File: src/rtl/dmem_arb_pkg.sv
// Shared types and constants for the data-memory arbiter.
package dmem_arb_pkg;

  localparam int unsigned ARB_NUM_PORTS = 2;
  localparam int unsigned ARB_ADDR_W    = 32;
  localparam int unsigned ARB_DATA_W    = 32;
  localparam int unsigned PORT_IDX_W    = $clog2(ARB_NUM_PORTS);

  typedef enum logic {
    IDLE   = 1'b0,
    ACCESS = 1'b1
  } state_t;

  // Latched winning command, held for the single ACCESS cycle.
  typedef struct packed {
    logic [PORT_IDX_W-1:0] idx;
    logic                  we;
    logic [ARB_ADDR_W-1:0] addr;
    logic [ARB_DATA_W-1:0] wdata;
  } cmd_t;

  // Round-robin successor: the port after the winner, wrapping at n.
  function automatic logic [PORT_IDX_W-1:0] rr_next(input logic [PORT_IDX_W-1:0] idx,
                                                    input int unsigned n);
    if ((32'(idx) + 32'd1) >= n) rr_next = '0;
    else                         rr_next = idx + PORT_IDX_W'(1);
  endfunction

endpackage

File: src/rtl/dmem_arbiter_rr_pick.sv
// Combinational round-robin selector: first set request at or after ptr wins.
module rr_pick #(
  parameter int unsigned N  = 2,
  parameter int unsigned IW = 1
) (
  input  logic [N-1:0]  req,
  input  logic [IW-1:0] ptr,
  output logic [N-1:0]  gnt_c,
  output logic [IW-1:0] idx_c,
  output logic          any_c
);

  int unsigned   sum;
  logic [IW-1:0] j;
  logic          found;

  // Scan ports starting from ptr, wrapping once around the vector.
  always_comb begin
    gnt_c = '0;
    idx_c = '0;
    found = 1'b0;
    sum   = 0;
    j     = '0;
    for (int unsigned i = 0; i < N; i++) begin
      sum = 32'(ptr) + i;
      if (sum >= N) sum = sum - N;
      j = IW'(sum);
      if (!found && req[j]) begin
        found    = 1'b1;
        gnt_c[j] = 1'b1;
        idx_c    = j;
      end
    end
  end

  assign any_c = |req;

endmodule

File: src/rtl/dmem_arbiter.sv
// Round-robin arbiter sharing one single-port data memory between requesters.
// Optional address range check enabled by defining DMEM_ARB_RANGE_CHECK_EN.
module dmem_arbiter
  import dmem_arb_pkg::*;
#(
  parameter int unsigned NUM_PORTS = ARB_NUM_PORTS,
  parameter int unsigned ADDR_W    = ARB_ADDR_W,
  parameter int unsigned DATA_W    = ARB_DATA_W,
  parameter int unsigned DEPTH     = 256
) (
  input  logic                              clk,
  input  logic                              rst,
  input  logic [NUM_PORTS-1:0]              req_i,
  input  logic [NUM_PORTS-1:0]              we_i,
  input  logic [NUM_PORTS-1:0][ADDR_W-1:0]  addr_i,
  input  logic [NUM_PORTS-1:0][DATA_W-1:0]  wdata_i,
  output logic [NUM_PORTS-1:0]              gnt_o,
  output logic [NUM_PORTS-1:0]              rvalid_o,
  output logic [DATA_W-1:0]                 rdata_o,
  output logic [NUM_PORTS-1:0]              err_o,
  output logic [ADDR_W-1:0]                 mem_addr_o,
  output logic                              mem_we_o,
  output logic                              mem_rd_o,
  output logic [DATA_W-1:0]                 mem_wd_o,
  input  logic [DATA_W-1:0]                 mem_rdata_i
);

  // The command struct is sized by the package, so the parameters must agree with it.
  if (NUM_PORTS != ARB_NUM_PORTS || ADDR_W != ARB_ADDR_W || DATA_W != ARB_DATA_W) begin : g_cfg_bad
    $error("dmem_arbiter: parameters must match dmem_arb_pkg widths");
  end
  if (DEPTH == 0) begin : g_depth_bad
    $error("dmem_arbiter: DEPTH must be non-zero");
  end

  state_t                 state_q, state_d;
  cmd_t                   cmd_q, cmd_d;
  logic [PORT_IDX_W-1:0]  rr_q, rr_d;
  logic [NUM_PORTS-1:0]   gnt_d, rvalid_d, err_d;
  logic [DATA_W-1:0]      rdata_d;
  logic [NUM_PORTS-1:0]   pick_gnt;
  logic [PORT_IDX_W-1:0]  pick_idx;
  logic                   pick_any;
  logic                   access_c;
  logic                   range_err_c;

  rr_pick #(
    .N  (NUM_PORTS),
    .IW (PORT_IDX_W)
  ) u_rr_pick (
    .req   (req_i),
    .ptr   (rr_q),
    .gnt_c (pick_gnt),
    .idx_c (pick_idx),
    .any_c (pick_any)
  );

  // Memory is only touched in ACCESS; reset kills the strobes in the same cycle.
  assign access_c = (state_q == ACCESS) && !rst;

`ifdef DMEM_ARB_RANGE_CHECK_EN
  assign range_err_c = (cmd_q.addr >= ADDR_W'(DEPTH));
`else
  assign range_err_c = 1'b0;
`endif

  // Memory-side drive from the latched command.
  always_comb begin
    mem_addr_o = '0;
    mem_wd_o   = '0;
    mem_we_o   = 1'b0;
    mem_rd_o   = 1'b0;
    if (access_c) begin
      mem_addr_o = cmd_q.addr;
      mem_wd_o   = cmd_q.wdata;
      mem_we_o   = cmd_q.we && !range_err_c;
      mem_rd_o   = !cmd_q.we && !range_err_c;
    end
  end

  // Next-state, command capture and response generation.
  always_comb begin
    state_d  = state_q;
    cmd_d    = cmd_q;
    rr_d     = rr_q;
    gnt_d    = '0;
    rvalid_d = '0;
    err_d    = '0;
    rdata_d  = rdata_o;
    case (state_q)
      IDLE: begin
        if (pick_any) begin
          state_d     = ACCESS;
          gnt_d       = pick_gnt;
          cmd_d.idx   = pick_idx;
          cmd_d.we    = we_i[pick_idx];
          cmd_d.addr  = addr_i[pick_idx];
          cmd_d.wdata = wdata_i[pick_idx];
        end
      end
      ACCESS: begin
        state_d = IDLE;
        rr_d    = rr_next(cmd_q.idx, NUM_PORTS);
        if (!cmd_q.we) begin
          rvalid_d = gnt_o;
          rdata_d  = range_err_c ? '0 : mem_rdata_i;
        end
        if (range_err_c) err_d = gnt_o;
      end
      default: state_d = IDLE;
    endcase
  end

  // State, command and registered outputs.
  always_ff @(posedge clk) begin
    if (rst) begin
      state_q  <= IDLE;
      cmd_q    <= '0;
      rr_q     <= '0;
      gnt_o    <= '0;
      rvalid_o <= '0;
      err_o    <= '0;
      rdata_o  <= '0;
    end else begin
      state_q  <= state_d;
      cmd_q    <= cmd_d;
      rr_q     <= rr_d;
      gnt_o    <= gnt_d;
      rvalid_o <= rvalid_d;
      err_o    <= err_d;
      rdata_o  <= rdata_d;
    end
  end

endmodule

File: config.mk
export PLATFORM = sky130hd
export DESIGN_NAME = dmem_arbiter
export DESIGN_NICKNAME = d
export VERILOG_FILES = /design/src/rtl/dmem_arb_pkg.sv /design/src/rtl/dmem_arbiter_rr_pick.sv /design/src/rtl/dmem_arbiter.sv
export SDC_FILE = /design/constraint.sdc
export NUM_CORES = 1
export LEC_CHECK = 0
export BUFFER_PORTS_ARGS = -buffer_cell sky130_fd_sc_hd__buf_2
export CAP_MARGIN = 25
export CORE_MARGIN = 2
export CORE_UTILIZATION = 43
export DETAILED_ROUTE_END_ITERATION = 6
export GPL_TIMING_DRIVEN = 0
export PLACE_DENSITY_LB_ADDON = 0.08
export SYNTH_ARGS = -nofsm -noshare
export SYNTH_HDL_FRONTEND = slang
export SYNTH_SLANG_ARGS = --single-unit
File: constraint.sdc
create_clock -name clk -period 2.1 [get_ports clk]
set_clock_uncertainty 0.1 [all_clocks]
set_input_delay 0.42 -clock clk [delete_from_list [all_inputs] [get_ports clk]]
set_output_delay 0.42 -clock clk [all_outputs]
set_load 0.02 [all_outputs]
==> results of run 1 <==
## worst paths after layout
kind | start | end | slack (ns) | cells after the start
setup / recovery | state_q | mem_addr_o[20] | 0.06 | 5
hold / removal | wdata_i[36] | cmd_q[4] | 0.17 | 2
setup reg to reg | state_q | cmd_q[52] | 0.41 | 5
hold reg to reg | cmd_q[65] | rr_q | 0.35 | 1
## layer usage
layer,GRT usage,vias to the layer above,part of all wire
met5,0,-,0
met4,0.0848,0,0.020
met3,0.0636,23,0.074
met2,0.427,183,0.50
met1,0.266,2121,0.41
li1,-,2216,-
## layout by cell type (no fill, tap or decap), types with 2 or more instances in the layout
| cell | Yosys | layout |
|---|---|---|
| sky130_fd_sc_hd__clkinv_4 | 0 | 2 |
| sky130_fd_sc_hd__clkbuf_1 | 30 | 21 |
| sky130_fd_sc_hd__inv_6 | 0 | 3 |
| sky130_fd_sc_hd__buf_6 | 5 | 6 |
| sky130_fd_sc_hd__a21oi_1 | 32 | 32 |
| sky130_fd_sc_hd__nand2_1 | 65 | 65 |
| sky130_fd_sc_hd__nor3b_1 | 65 | 65 |
| sky130_fd_sc_hd__and2_1 | 67 | 67 |
| sky130_fd_sc_hd__dfxtp_1 | 104 | 103 |
| sky130_fd_sc_hd__conb_1 | 1 | 2 |
| sky130_fd_sc_hd__buf_8 | 0 | 2 |
| sky130_fd_sc_hd__clkbuf_2 | 0 | 2 |
| sky130_fd_sc_hd__a221o_1 | 65 | 65 |
| sky130_fd_sc_hd__nor2_1 | 4 | 3 |
| sky130_fd_sc_hd__buf_4 | 2 | 35 |
| sky130_fd_sc_hd__clkbuf_8 | 0 | 10 |
| sky130_fd_sc_hd__buf_2 | 12 | 249 |
## where the power goes
group / leakage, nW / switching, mW / internal, mW
clock network: 0.0939 / 0.740 / 0.482
registers: 0.856 / 0.0665 / 2.13
logic: 2.03 / 0.411 / 0.380
## layout make-up
type / instances / area, um2 / area share
Sequential cell: 104 / 2090 / 0.334
Multi-Input combinational cell: 310 / 2070 / 0.332
Timing Repair Buffer: 269 / 1440 / 0.231
Buffer: 49 / 288 / 0.0461
Tap cell: 133 / 166 / 0.0267
Clock buffer: 10 / 138 / 0.0220
Clock inverter: 6 / 51.3 / 0.00822
## cells by family (layout without fill, tap and decap cells)
group / count (synthesis) / after routing
other: 1 / 2
DFF: 104 / 104
AOI/OAI and AO/OA: 101 / 101
and+or+nand+nor: 207 / 207
buffers and inverters: 50 / 334
## sequential cells by signal, indices dropped and copies added, names as in the netlist
register	count
cmd_q	66
gnt_o	2
rdata_o	32
rr_q	1
rvalid_o	2
state_q	1
## stage by stage
step           utilization  area [um2]  hold slack [ns]  setup TNS (ns)
4_1_cts              0.625        6140            0.165         -0.0866
3_3_place_gp         0.600        5890            0.334           -9.86
5_1_grt              0.636        6240            0.160         -0.0227
6_report             0.636        6240            0.173               0
2_1_floorplan            -        4390            0.317               0
3_5_place_dp         0.600        5890            0.333          -10.24
## what timing repair did
item,4_1_cts,5_1_grt
cloned,0,1
endpoints found under the setup margin,65,51
endpoints found under the hold margin,0,0
gates resized for setup,24,36
buffers inserted,0,1
## worst register-to-register path: stages, from the launching register on
cell                      delay (ns)
sky130_fd_sc_hd__dfxtp_4        0.37
sky130_fd_sc_hd__o21ba_2        0.26
sky130_fd_sc_hd__buf_2          0.23
sky130_fd_sc_hd__buf_2          0.26
sky130_fd_sc_hd__nor3b_1        0.08
sky130_fd_sc_hd__a221o_1        0.28
==> flow_metrics.env, run 1 <==
export IMPL_fin_crit_sh=0.973
export IMPL_grt_pass1_vias=4412
export IMPL_netlist_cell_type_count=22
export IMPL_synth_area_per_cell_um2=9.47
export IMPL_wire_length_of_the_first_global_routing_pass_um=21100
export IMPL_dieHeight_um=105
export IMPL_globalRoute_totalOverflow=0
export IMPL_finalSetupViolations=0
export IMPL_grt_use_total=0.237
export IMPL_finalPower_mw=4.21
export IMPL_routabilityCongestion=0.784
export IMPL_critPathBufInv=3
export IMPL_placementRows=36
export IMPL_timing_worst_setup_path_type="flop to primary output"
export IMPL_n_antenna_cell=0
export IMPL_avgRoutedWirePerCell_um=15.7
export IMPL_synth_simple_gate_area_frac=0.276
export IMPL_synthCells=463
export IMPL_clkSlewWorstSetupHoldPaths_ns=0.10
export IMPL_cts_buffers=9
export IMPL_maxClockFrequency_ghz=0.490
export IMPL_timing_critical_path_slowest_cell_delay_ns=0.38
export IMPL_synth_adder_area_share=0
export IMPL_die_x_um=105
export IMPL_cp_data_arrival_time_ns=1.52
export IMPL_number_of_top_level_pins=270
export IMPL_cp_cell_sequence="nor2b_4 > buf_8 > buf_4 > and2_1 > buf_2"
export IMPL_design_die_area_mm2=0.0110
export IMPL_place_inst=864
export IMPL_detailedPlacementHpwl_um=10500
export IMPL_yosys_top_cells_count="sky130_fd_sc_hd__dfxtp_1 (104), sky130_fd_sc_hd__and2_1 (67), sky130_fd_sc_hd__a221o_1 (65), sky130_fd_sc_hd__nand2_1 (65), sky130_fd_sc_hd__nor3b_1 (65)"
export IMPL_drt_first_iter_violations=182
export IMPL_cpMaxStageDelayCell="sky130_fd_sc_hd__dfxtp_4"
export IMPL_cts_sink_count=104
export IMPL_status="complete, no violations"
export IMPL_synth_top_area_frac=0.475
export IMPL_num_vias=4543
export IMPL_timing_critical_path_from_type="flop"
export IMPL_drt_first_pass_iters=5
export IMPL_synthArstFlopShare=0
export IMPL_route_final_wire_length_um=13800
export IMPL_drcViolationCount=0
export IMPL_nets=909
export IMPL_crit_path_max_fanout=10
export IMPL_synth_edf_count=0
export IMPL_yosys_register_bits=104
export IMPL_layout_cell_share_with_drive_strength_beyond_1=0.424
export IMPL_drt_antenna_violating_nets=0
export IMPL_rsz0062_at_grt="true"
export IMPL_fill_cells=923
export IMPL_vdd_ir_drop_max_uv=467
export IMPL_clock_root_buffer="sky130_fd_sc_hd__clkbuf_8"
export IMPL_maxSlewViolCount=0
export IMPL_final_instance_count_excl_fill=881
export IMPL_synth_xor_area_frac=0
export IMPL_synthDominantAreaCellType="sky130_fd_sc_hd__dfxtp_1"
export IMPL_post_synth_top_count_cell="sky130_fd_sc_hd__dfxtp_1"
export IMPL_clock_tree_htree_level_count=3
export IMPL_route_detailed_vias_per_inst=5.16
export IMPL_synthesis_yosys_warnings=0
export IMPL_design_core_area_mm2=0.00982
export IMPL_post_place_ws_ns=-0.287
export IMPL_cellPowerDensity_mw_per_mm2=674
export IMPL_synth_top_family_by_area="simple AND/OR/NAND/NOR gates"
export IMPL_crit_path_capture_type="primary output"
export IMPL_grt_start_max_net_pins=19
export IMPL_cp_top_family="buffers and inverters"
export IMPL_synth_mux_area_frac=0
export IMPL_io_buffer_count=267
export IMPL_area_growth_pct=42.3
export IMPL_min_path_type="primary input to flop"
export IMPL_final_setup_worst_slack_ns=0.0577
export IMPL_finalWorstPathRequiredPeriod_ns=2.04
export IMPL_cts_root_to_sink_buffers=2
export IMPL_cts_tree="yes"
export IMPL_ys_seq_area_frac=0.475
export IMPL_drv_cap=0
export IMPL_crit_required_ns=1.58
export IMPL_clk_insertion_delay_late_ns=0.35
export IMPL_static_leakage_power_nw=2.98
export IMPL_synth_compound_area_frac=0.192
export IMPL_synth_main_ff_cell="sky130_fd_sc_hd__dfxtp_1"
export IMPL_antenna_violations_before_repair=0
export IMPL_hold_violations=0
export IMPL_cts_hold_fix_buffers=0
export IMPL_initial_utilization=0.447
export IMPL_largest_cells_by_area_after_synthesis="sky130_fd_sc_hd__dfxtp_1 (47%), sky130_fd_sc_hd__a221o_1 (15%), sky130_fd_sc_hd__nor3b_1 (11%)"
export IMPL_mappedNetlistArea_mm2=0.00439
Power figures use the tool's default switching activity.
==> inputs of run 2 (changes only) <==
--- a/config.mk
+++ b/config.mk
@@ -7,8 +7,10 @@
 export LEC_CHECK = 0
 export BUFFER_PORTS_ARGS = -buffer_cell sky130_fd_sc_hd__buf_2
 export CAP_MARGIN = 25
+export CELL_PAD_IN_SITES_DETAIL_PLACEMENT = 1
+export CELL_PAD_IN_SITES_GLOBAL_PLACEMENT = 1
 export CORE_MARGIN = 2
-export CORE_UTILIZATION = 43
+export CORE_UTILIZATION = 30
 export DETAILED_ROUTE_END_ITERATION = 6
 export GPL_TIMING_DRIVEN = 0
 export PLACE_DENSITY_LB_ADDON = 0.08
==> run 2 against run 1 <==
Die area up 42%; first-iteration DRC count down 4.9%; hold slack better by 0.013 ns; sequential share of layout area down 1.0 points; final area up 3.1%; routed wire length up 13%; critical endpoint is now mem_addr_o[28]; critical path type unchanged; count of clock-buffer cells in the layout unchanged; setup slack better by 0.017 ns; highest routed layer is now met5; non-clock buffer count up 1; critical path depth unchanged; via count up 0.75%; combinational power up 2%.
==> flow_metrics.env, run 2 (synthesis gave the netlist of run 1 again) <==
export IMPL_timing_worst_setup_path_type="flop to primary output"
export IMPL_largest_register="cmd_q"
export IMPL_cts_hold_fix_buffers=0
export IMPL_fin_crit_sh=0.964
export IMPL_avgRoutedWirePerCell_um=16.7
export IMPL_number_of_top_level_pins=270
export IMPL_design_die_area_mm2=0.0156
export IMPL_crit_path_max_fanout=10
export IMPL_place_inst=915
export IMPL_clkSlewWorstSetupHoldPaths_ns=0.07
export IMPL_biggestRegsByFlops="cmd_q: 66 flops, rdata_o: 32 flops"
export IMPL_cts_buffers=9
export IMPL_cp_data_arrival_time_ns=1.51
export IMPL_drt_antenna_violating_nets=0
export IMPL_cts_root_to_sink_buffers=2
export IMPL_die_x_um=125
export IMPL_drt_first_pass_iters=6
export IMPL_min_path_type="primary input to flop"
export IMPL_cts_sink_count=104
export IMPL_nets=910
export IMPL_maxSlewViolCount=0
export IMPL_drcViolationCount=0
export IMPL_post_place_ws_ns=-0.422
export IMPL_routabilityCongestion=0.764
export IMPL_finalSetupViolations=0
export IMPL_clock_tree_htree_level_count=3
export IMPL_whs_path_cells=2
export IMPL_cpMaxStageDelayCell="sky130_fd_sc_hd__dfxtp_4"
export IMPL_timing_critical_path_slowest_cell_delay_ns=0.38
export IMPL_vdd_ir_drop_max_uv=360
export IMPL_r2r_worst_path_cells=5
export IMPL_grt_use_total=0.197
export IMPL_detailedPlacementHpwl_um=12000
export IMPL_drt_first_iter_violations=173
export IMPL_num_vias=4577
export IMPL_route_final_wire_length_um=15600
export IMPL_fin_hold_ws_ns=0.186
export IMPL_rsz0062_at_grt="true"
export IMPL_cellPowerDensity_mw_per_mm2=725
export IMPL_layout_cell_share_with_drive_strength_beyond_1=0.425
export IMPL_finish_instance_area_mm2=0.00644
export IMPL_dieHeight_um=125
export IMPL_antenna_violations_before_repair=2
export IMPL_static_leakage_power_nw=3.03
export IMPL_startpoint_of_the_lowest_slack_register_to_register_path="state_q"
export IMPL_grt_start_max_net_pins=19
export IMPL_cp_cell_sequence="nor2b_4 > buf_8 > clkbuf_8 > and2_1 > buf_4"
export IMPL_final_cell_mix="sky130_fd_sc_hd__buf_2 (246), sky130_fd_sc_hd__dfxtp_1 (103), sky130_fd_sc_hd__and2_1 (66)"
export IMPL_final_setup_worst_slack_ns=0.0750
export IMPL_io_buffer_count=267
export IMPL_final_instance_count_excl_fill=935
export IMPL_finalWorstPathRequiredPeriod_ns=2.03
export IMPL_setup_tns_ns=0
export IMPL_clk_insertion_delay_late_ns=0.35
export IMPL_area_growth_pct=46.8
export IMPL_timing_critical_path_from_type="flop"
export IMPL_hold_violations=0
export IMPL_worst_slew_margin_rel=0.642
export IMPL_cts_tree="yes"
export IMPL_maxClockFrequency_ghz=0.494
export IMPL_drv_cap=0
export IMPL_crit_required_ns=1.58
export IMPL_initial_utilization=0.304
export IMPL_globalRoute_totalOverflow=0
export IMPL_grt_pass1_vias=4787
export IMPL_reg2reg_to="cmd_q[8]"
export IMPL_status="complete, no violations"
export IMPL_tightestPinTransition_ns=0.537
export IMPL_wire_length_of_the_first_global_routing_pass_um=24800
export IMPL_place_area_mm2=0.00596
export IMPL_crit_path_capture_type="primary output"
export IMPL_design_core_area_mm2=0.0144
export IMPL_placementRows=44
export IMPL_fill_cells=1784
export IMPL_final_util=0.446
export IMPL_timing_hold_worst_endpoint="cmd_q[19]"
export IMPL_ff2ff_setup_slack_ns=0.36
export IMPL_clock_root_buffer="sky130_fd_sc_hd__clkbuf_16"
export IMPL_route_detailed_vias_per_inst=4.90
export IMPL_layout_commonest_cell="sky130_fd_sc_hd__buf_2"
export IMPL_finalPower_mw=4.67
export IMPL_largest_register_ffs=66
export IMPL_min_from="wdata_i[19]"
==> run 2: worst max-delay path, delay by kind of cell (launching register included) <==
family	cells	cell delay, ns
simple gates	2	0.32
buf+inv	3	0.45
flops	1	0.38
==> run 2: power by group <==
group / switching [mW] / internal (mW)
Clock: 0.808 / 0.855
Sequential: 0.0686 / 2.13
Combinational: 0.422 / 0.382
==> run 2: what timing repair did <==
action	4_1_cts	5_1_grt
endpoints found under the hold margin	0	0
gates resized for setup	44	20
gates cloned	1	0
setup buffers	0	1
endpoints found under the setup margin	66	51
==> run 2: per-layer routing <==
layer | GRT usage | share of wire | up-vias
met5 | 0 | 0.0010 | -
met4 | 0.0667 | 0.018 | 2
met3 | 0.0735 | 0.084 | 23
met2 | 0.343 | 0.49 | 164
met1 | 0.223 | 0.41 | 2177
li1 | - | - | 2211
==> run 2: cell type report <==
type                    instances  area (um2)  area share
flip-flops and latches        104        2090       0.324
clock buffers                  10         239      0.0371
repair buffers                269        1440       0.224
clock inverters                 6        51.3     0.00797
multi-input cells             310        2070       0.322
diodes                          2        5.00    0.000777
plain buffers                  50         313      0.0486
well taps                     184         230      0.0358
==> run 2: worst max-delay path by stage <==
stage	slack, ns	depth (start not counted)	end	start
final	0.07	5	mem_addr_o[28]	state_q
after global routing	-0.01	5	mem_addr_o[15]	state_q
after CTS	-0.02	5	mem_wd_o[26]	state_q
after detailed placement	-0.42	6	mem_wd_o[26]	rst
after global placement	-0.41	6	mem_wd_o[26]	rst
after floorplan	0.34	4	mem_addr_o[12]	rst
==> inputs of run 3 (changes only) <==
--- a/config.mk
+++ b/config.mk
@@ -7,13 +7,15 @@
 export LEC_CHECK = 0
 export BUFFER_PORTS_ARGS = -buffer_cell sky130_fd_sc_hd__buf_2
 export CAP_MARGIN = 25
-export CELL_PAD_IN_SITES_DETAIL_PLACEMENT = 1
-export CELL_PAD_IN_SITES_GLOBAL_PLACEMENT = 1
+export CELL_PAD_IN_SITES_DETAIL_PLACEMENT = 2
+export CELL_PAD_IN_SITES_GLOBAL_PLACEMENT = 2
 export CORE_MARGIN = 2
-export CORE_UTILIZATION = 30
+export CORE_UTILIZATION = 23
 export DETAILED_ROUTE_END_ITERATION = 6
 export GPL_TIMING_DRIVEN = 0
 export PLACE_DENSITY_LB_ADDON = 0.08
+export RECOVER_POWER = 50
 export SYNTH_ARGS = -nofsm -noshare
 export SYNTH_HDL_FRONTEND = slang
 export SYNTH_SLANG_ARGS = --single-unit
+export TNS_END_PERCENT = 30
==> run 3 against run 2 <==
Count of clock-buffer cells in the layout did not move; non-clock buffer count fell by 1; critical path depth did not move; critical endpoint is now mem_addr_o[14]; largest cell class unchanged.
==> flow_metrics.env, run 3 (synthesis gave the netlist of run 1 again) <==
export IMPL_status="complete, no violations"
export IMPL_vdd_ir_drop_max_uv=406
export IMPL_static_leakage_power_nw=3.05
export IMPL_clkSlewWorstSetupHoldPaths_ns=0.07
export IMPL_ff2ff_setup_slack_ns=0.36
export IMPL_placementRows=50
export IMPL_largest_register="cmd_q"
export IMPL_clk_insertion_delay_late_ns=0.35
export IMPL_finish_instance_area_mm2=0.00648
export IMPL_finalSetupViolations=0
export IMPL_cts_hold_fix_buffers=0
export IMPL_tightestPinTransition_ns=0.548
export IMPL_crit_path_max_fanout=10
export IMPL_grt_use_total=0.172
export IMPL_layout_cell_share_with_drive_strength_beyond_1=0.424
export IMPL_die_x_um=142
export IMPL_biggestRegsByFlops="cmd_q: 66 flops, rdata_o: 32 flops"
export IMPL_final_cell_mix="sky130_fd_sc_hd__buf_2 (265), sky130_fd_sc_hd__dfxtp_1 (103), sky130_fd_sc_hd__and2_1 (67)"
export IMPL_seqCellArea_mm2=0.00209
export IMPL_avgRoutedWirePerCell_um=17.8
export IMPL_clock_tree_htree_level_count=3
export IMPL_maxSlewViolCount=0
export IMPL_number_of_top_level_pins=270
export IMPL_cts_root_to_sink_buffers=2
export IMPL_cp_data_arrival_time_ns=1.52
export IMPL_cts_sink_count=104
export IMPL_timing_critical_path_slowest_cell_delay_ns=0.38
export IMPL_finalPower_mw=5.03
export IMPL_detailedPlacementHpwl_um=13700
export IMPL_r2r_worst_path_cells=5
export IMPL_grt_pass1_vias=5055
export IMPL_nets=909
export IMPL_intPower_mw=3.71
export IMPL_drt_first_pass_iters=4
export IMPL_power_share_switching=0.262
export IMPL_dieHeight_um=142
export IMPL_combPwrFrac=0.160
export IMPL_initial_utilization=0.235
export IMPL_min_path_type="primary input to flop"
export IMPL_cts_buffers=9
export IMPL_whs_path_cells=2
export IMPL_drt_antenna_violating_nets=0
export IMPL_antenna_violations_before_repair=1
export IMPL_routabilityCongestion=0.736
export IMPL_fin_hold_ws_ns=0.184
export IMPL_cellPowerDensity_mw_per_mm2=775
export IMPL_maxClockFrequency_ghz=0.489
export IMPL_timing_hold_worst_endpoint="cmd_q[57]"
export IMPL_place_area_mm2=0.00602
export IMPL_design_die_area_mm2=0.0202
export IMPL_num_vias=4567
export IMPL_largest_register_ffs=66
export IMPL_hold_violations=0
export IMPL_grt_start_max_net_pins=18
export IMPL_min_from="addr_i[25]"
export IMPL_drv_cap=0
export IMPL_pwr_share_clk=0.402
export IMPL_setup_tns_ns=0
export IMPL_fill_cells=2164
export IMPL_route_final_wire_length_um=17500
export IMPL_final_instance_count_excl_fill=983
export IMPL_route_detailed_vias_per_inst=4.65
export IMPL_drcViolationCount=0
export IMPL_area_growth_pct=47.8
export IMPL_share_seq_of_total_power=0.438
export IMPL_clock_root_buffer="sky130_fd_sc_hd__clkbuf_16"
export IMPL_startpoint_of_the_lowest_slack_register_to_register_path="state_q"
export IMPL_drt_first_iter_violations=121
export IMPL_reg2reg_to="cmd_q[9]"
export IMPL_finalWorstPathRequiredPeriod_ns=2.04
export IMPL_layout_commonest_cell="sky130_fd_sc_hd__buf_2"
export IMPL_multi_input_area_mm2=0.00207
export IMPL_timing_worst_setup_path_type="flop to primary output"
export IMPL_worst_slew_margin_rel=0.635
export IMPL_place_inst=965
export IMPL_wire_length_of_the_first_global_routing_pass_um=27100
export IMPL_crit_required_ns=1.58
export IMPL_power_net_switching_mw=1.32
export IMPL_crit_path_capture_type="primary output"
export IMPL_io_buffer_count=267
export IMPL_fin_crit_sh=0.973
export IMPL_timing_critical_path_from_type="flop"
export IMPL_cts_tree="yes"
export IMPL_cpMaxStageDelayCell="sky130_fd_sc_hd__dfxtp_4"
export IMPL_cp_cell_sequence="nor2b_4 > buf_8 > buf_4 > and2_1 > buf_2"
export IMPL_design_core_area_mm2=0.0187
export IMPL_rsz0062_at_grt="true"
export IMPL_globalRoute_totalOverflow=0
## run 3: area by class of cell
class                      instances  area share
timing repair buffer             268       0.213
buffer                            50      0.0461
clock buffer                      10      0.0369
sequential                       104       0.322
antenna                            1    0.000386
clock inverter                     6      0.0178
tap                              234      0.0452
multi-input combinational        310       0.319
## run 3: per-stage QoR
stage	setup slack, ns	utilization
finish	0.0566	0.347
CTS	-0.0486	0.345
detailed placement	-0.451	0.322
global placement	-0.442	0.322
global route	-0.0342	0.347
floorplan	0.341	-
## run 3: power by group through the flow
stage / registers, mW / clock network [mW] / logic [mW]
4_1_cts: 2.20 / 2.09 / 0.817
5_1_grt: 2.23 / 2.15 / 0.894
3_5_place_dp: 2.25 / 0 / 0.804
6_report: 2.20 / 2.02 / 0.805
2_1_floorplan: 2.27 / 0 / 0.403
3_3_place_gp: 2.24 / 0 / 0.784
## run 3: critical path, delay by kind of cell (launching register included)
kind                   cells  cell delay (ns)
AND/OR/NAND/NOR            2             0.31
flip-flops                 1             0.38
buffers and inverters      3             0.49
## run 3: what timing repair did
item,4_1_cts,5_1_grt
endpoints found under the setup margin,66,53
setup buffers,1,0
resized for setup,29,16
## run 3: layer usage
metal  GRT usage  vias up  wire length, um
met3      0.0528       17             1380
met5           0        -                0
met1       0.199     2187             7130
li1            -     2206                -
met2       0.300      157             8690
met4      0.0595        0              333
## run 3: how the worst max path moves through the flow
stage	startpoint	slack, ns	to	depth (start not counted)
floorplan	rst	0.34	mem_addr_o[12]	4
global placement	rst	-0.44	mem_wd_o[24]	6
detailed placement	rst	-0.45	mem_wd_o[28]	6
CTS	state_q	-0.05	mem_wd_o[16]	5
global route	state_q	-0.03	mem_addr_o[15]	5
finish	state_q	0.06	mem_addr_o[14]	5
